[config.mk]
export PLATFORM = sky130hd
export DESIGN_NAME = matrix_mul_t_seq
export DESIGN_NICKNAME = d
export VERILOG_FILES = /design/src/rtl/matrix_mul_t_seq.sv
export SDC_FILE = /design/constraint.sdc
export NUM_CORES = 1
export LEC_CHECK = 0
export CAP_MARGIN = 20
export CELL_PAD_IN_SITES_DETAIL_PLACEMENT = 0
export CELL_PAD_IN_SITES_GLOBAL_PLACEMENT = 1
export CORE_ASPECT_RATIO = 1.4
export CORE_UTILIZATION = 43
export DETAILED_ROUTE_END_ITERATION = 8
export GPL_ROUTABILITY_DRIVEN = 0
export PLACE_DENSITY_LB_ADDON = 0.1
export SLEW_MARGIN = 20
export SYNTH_ARGS = -nofsm -noshare
export SYNTH_HDL_FRONTEND = slang
export SYNTH_SLANG_ARGS = --single-unit
[constraint.sdc]
create_clock -name clk -period 11.2 [get_ports clk]
set_clock_uncertainty 0.2 [all_clocks]
set_input_delay 2.24 -clock clk [delete_from_list [all_inputs] [get_ports clk]]
set_output_delay 2.24 -clock clk [all_outputs]
set_load 0.005 [all_outputs]
[src/rtl/matrix_mul_t_seq.sv]
// Sequential transposed matrix-vector multiply VO = W^T * H using one MAC per cycle.
// Define MATMUL_T_SATURATE_EN for saturating accumulation; default build wraps modulo 2^bitlength.
module matrix_mul_t_seq #(
  parameter int bitlength = 8,
  parameter int M1_D1     = 3,
  parameter int M1_D2     = 4
) (
  input  logic                               clk,
  input  logic                               rst,
  input  logic [M1_D1*M1_D2*bitlength-1:0]   WI,
  input  logic [M1_D1*bitlength-1:0]         HI,
  input  logic                               start,
  output logic                               busy,
  output logic                               done,
  output logic [M1_D2*bitlength-1:0]         VO
);

  localparam int RW = $clog2(M1_D1 + 1);
  localparam int CW = $clog2(M1_D2 + 1);

  typedef enum logic [1:0] {S_IDLE, S_MAC, S_DONE} state_e;

  state_e                             state_q, state_d;
  logic [RW-1:0]                      r_q, r_d;
  logic [CW-1:0]                      c_q, c_d;
  logic [M1_D1*M1_D2*bitlength-1:0]   w_q, w_d;
  logic [M1_D1*bitlength-1:0]         h_q, h_d;
  logic [M1_D2*bitlength-1:0]         acc_q, acc_d;
  logic [M1_D2*bitlength-1:0]         vo_q, vo_d;

  logic [bitlength-1:0] w_sel, h_sel, acc_sel, acc_upd;
  logic                 last_mac;

  // Operand and accumulator selection by the 1-based r,c counters.
  always_comb begin
    w_sel   = '0;
    h_sel   = '0;
    acc_sel = '0;
    for (int i = 0; i < M1_D1; i++) begin
      if (r_q == RW'(i + 1)) begin
        h_sel = h_q[i*bitlength +: bitlength];
        for (int j = 0; j < M1_D2; j++) begin
          if (c_q == CW'(j + 1)) w_sel = w_q[(i*M1_D2 + j)*bitlength +: bitlength];
        end
      end
    end
    for (int j = 0; j < M1_D2; j++) begin
      if (c_q == CW'(j + 1)) acc_sel = acc_q[j*bitlength +: bitlength];
    end
  end

`ifdef MATMUL_T_SATURATE_EN
  logic [2*bitlength-1:0] prod;
  logic [2*bitlength:0]   sum;

  always_comb begin
    prod    = {{bitlength{1'b0}}, w_sel} * {{bitlength{1'b0}}, h_sel};
    sum     = {1'b0, prod} + {{(bitlength+1){1'b0}}, acc_sel};
    // Any bit at or above bitlength means the true sum exceeds the max value.
    acc_upd = (|sum[2*bitlength:bitlength]) ? {bitlength{1'b1}} : sum[bitlength-1:0];
  end
`else
  logic [bitlength-1:0] prod;

  always_comb begin
    prod    = w_sel * h_sel;
    acc_upd = acc_sel + prod;
  end
`endif

  assign last_mac = (r_q == RW'(M1_D1)) && (c_q == CW'(M1_D2));

  // NOTE: every variable gets its default before the case so no path leaves one unassigned (no latches).
  always_comb begin
    state_d = state_q;
    r_d     = r_q;
    c_d     = c_q;
    w_d     = w_q;
    h_d     = h_q;
    acc_d   = acc_q;
    vo_d    = vo_q;
    unique case (state_q)
      S_IDLE, S_DONE: begin
        if (start) begin
          state_d = S_MAC;
          w_d     = WI;
          h_d     = HI;
          acc_d   = '0;
          r_d     = RW'(1);
          c_d     = CW'(1);
        end else begin
          state_d = S_IDLE;
        end
      end
      S_MAC: begin
        for (int j = 0; j < M1_D2; j++) begin
          if (c_q == CW'(j + 1)) acc_d[j*bitlength +: bitlength] = acc_upd;
        end
        if (last_mac) begin
          vo_d    = acc_d;
          state_d = S_DONE;
          r_d     = RW'(1);
          c_d     = CW'(1);
        end else if (c_q == CW'(M1_D2)) begin
          c_d = CW'(1);
          r_d = r_q + 1'b1;
        end else begin
          c_d = c_q + 1'b1;
        end
      end
      default: state_d = S_IDLE;
    endcase
  end

  // NOTE: sequential state uses non-blocking assignments so all registers update together at the edge.
  always_ff @(posedge clk) begin
    if (rst) begin
      state_q <= S_IDLE;
      r_q     <= RW'(1);
      c_q     <= CW'(1);
      w_q     <= '0;
      h_q     <= '0;
      acc_q   <= '0;
      vo_q    <= '0;
    end else begin
      state_q <= state_d;
      r_q     <= r_d;
      c_q     <= c_d;
      w_q     <= w_d;
      h_q     <= h_d;
      acc_q   <= acc_d;
      vo_q    <= vo_d;
    end
  end

  assign busy = (state_q == S_MAC);
  assign done = (state_q == S_DONE);
  assign VO   = vo_q;

endmodule

==> results.toml <==
[die]
die_w_um = 130
io_pins = 157
start_util_pct = 43.9
core_region_area_sq_um = 22500
die-area_sq_um = 23600
die_h_um = 181
row_count = 65

[timing]
rsz0062_at_grt = "no"
timing.fmax_mhz = 129
slew-limit-headroom_pct = 28.5
min_period_ns = 7.73
slew_violations = 0
fin_ws_ns = 3.47
timing.hold.ws_ns = 0.251
tns_ns = 0
setup_viol = 0
hold_violations = 0
period_share_pct = 69.0
tightest_slew_ns = 1.07

[detailed_routing]
wl_mm = 30.7
drt_first_pass_iters = 7
antenna_left = 0
dr.first_iter.drc_count = 738
avgRoutedWirePerCell_um = 18.1
viasPerCell = 5.49
vias = 9317
drc = 0

[synthesis]
synth_cells = 1297
synth_edf_count = 0
synthTopCellsByCount = "nand2_1, a21oi_1, dfxtp_1"
synth_top_area_cell = "dfxtp_1"
yosysTopAreaCellShare_pct = 38.6
synth.most_common_cell = "nand2_1"
synth-main-ff-cell = "dfxtp_1"
ys_warn_count = 0
synth_cell_type_count = 78
syn_avg_cell_area_sq_um = 7.63
synth_nets = 1463
synth_area_leaders = "dfxtp_1, nand2_1, a21oi_1"
synthArstFlopShare_pct = 0
yosysSeqAreaShare_pct = 38.6
synth.ff_latch_count = 191
netlist_area_sq_um = 9890

[clock_tree]
cts_tree = "yes"
htreeDepth = 4
clock_latency_ns = 0.45
cts_buffer_depth = 2
numClockSinks = 191
cts_root_buf = "clkbuf_16"
ctsResizeCount = 0
cts_hold_buf = 0
clkTransAtPathRegs_ns = 0.07
cts_buffers = 17
cts_setup_buffers = 0

[setup_path]
cp-start-kind = "flip-flop"
max_stage_delay_ns = 0.56
required_ns = 11.36
critPathKind = "reg -> reg"
cp_slowest_cell = "or3b_1"
arrival_ns = 7.89
crit_path_end_kind = "flip-flop"
r2r_cells = 26
cp_max_fo = 59
r2r_slack_ns = 3.47

[grt]
grt_pass1_wl_mm = 48.3
grt-ovfl-total = 0
grt.total_usage_pct = 27.0
antenna_found_initial = 0
grt_max_degree = 105
grt_pass1_vias = 8739

[hold_path]
holdPathStages = 2
hp-class = "reg -> reg"

[placement]
portBuffers = 156
place_hpwl_mm = 22.4
dp_slack_ns = 3.57

[power]
power_density_nw_per_um2 = 126
p_leak_nw = 4.39
ir_drop_mv = 0.117
finalPower_mw = 1.53

[finish]
utilization_pct = 53.6
final_nets = 1551
fillers = 2275
antenna_cells = 0
drive_above_1_share_pct = 4.94
areaGrowthSynthToFinish_pct = 22.1

[status]
status = "complete, no violations"

[job]
max_cap_violations = 0
[report_power, final]
part | internal [mW] | switching, mW
Combinational | 0.0999 | 0.136
Clock | 0.290 | 0.272
Sequential | 0.707 | 0.0227
Total | 1.10 | 0.431
[critical path, delay by kind of cell, from the launching register on]
kind	cells	cell delay, ns
buffers and inverters	5	1.06
flip-flops	1	0.31
AO/OA/AOI/OAI	7	1.36
AND/OR/NAND/NOR	2	0.67
adder cells (fa/ha/maj)	5	2.10
XOR/XNOR	7	1.93
[final timing paths]
path	start	end
worst max-delay path	c_q[2]$_SDFFE_PP0P_	acc_q[15]$_SDFFE_PP0P_
worst min-delay path	VO[12]$_SDFFE_PP0P_	VO[12]$_SDFFE_PP0P_
worst max register to register	c_q[2]$_SDFFE_PP0P_	acc_q[15]$_SDFFE_PP0P_
worst min register to register	VO[12]$_SDFFE_PP0P_	VO[12]$_SDFFE_PP0P_
[per-stage QoR]
step / instances / area [sq um]
after floorplan: 1297 / 9890
after global placement: 1666 / 11500
after detailed placement: 1666 / 11500
after CTS: 1697 / 12100
after global routing: 1698 / 12100
final: 1698 / 12100
[placed cells by master, fill, tap and decap left out, drive strengths merged, types with 9 or more instances in the layout]
master / Yosys / routed
nor2b: 11 / 11
a31oi: 14 / 14
nor2: 71 / 71
clkdlybuf4s50: 0 / 155
xnor2: 9 / 9
a311oi: 14 / 14
and2: 10 / 10
and3: 9 / 9
a22oi: 16 / 16
inv: 44 / 48
a211oi: 12 / 12
a21oi: 192 / 192
ha: 25 / 25
dfxtp: 191 / 191
nand3: 27 / 27
nand2b: 11 / 11
fa: 18 / 18
clkbuf: 73 / 19
nand2: 359 / 359
buf: 30 / 17
o21ai: 39 / 39
a221oi: 11 / 11
[cell families after synthesis]
logic type	share of synthesized area, %
flip-flops	38.6
buffers and inverters	6.27
XOR/XNOR	1.82
multiplexers	0.607
adder cells (fa/ha/maj)	6.80
AO/OA/AOI/OAI	22.9
AND/OR/NAND/NOR	23.0
[sequential cells by signal, summed over array words and instances, names as in the netlist]
signal,count
c_q,3
h_q,24
VO,32
state_q,2
acc_q,32
w_q,96
r_q,2
[per-layer routing]
metal	wire (um)	global-route usage, %	vias up
li1	-	-	4630
met1	12100	31.5	4350
met2	16100	47.2	263
met3	1130	4.04	74
met4	1450	13.9	0
met5	0	0	-
[area by class of cell]
type / instances / area [sq um] / area share [%]
multi-input combinational: 957 / 5480 / 45.3
sequential: 191 / 3820 / 31.7
timing repair buffer: 172 / 1700 / 14.1
clock buffer: 19 / 443 / 3.67
tap: 301 / 377 / 3.12
inverter: 46 / 173 / 1.43
clock inverter: 12 / 86.3 / 0.715
Note: power is estimated with default switching activity, not from simulation.
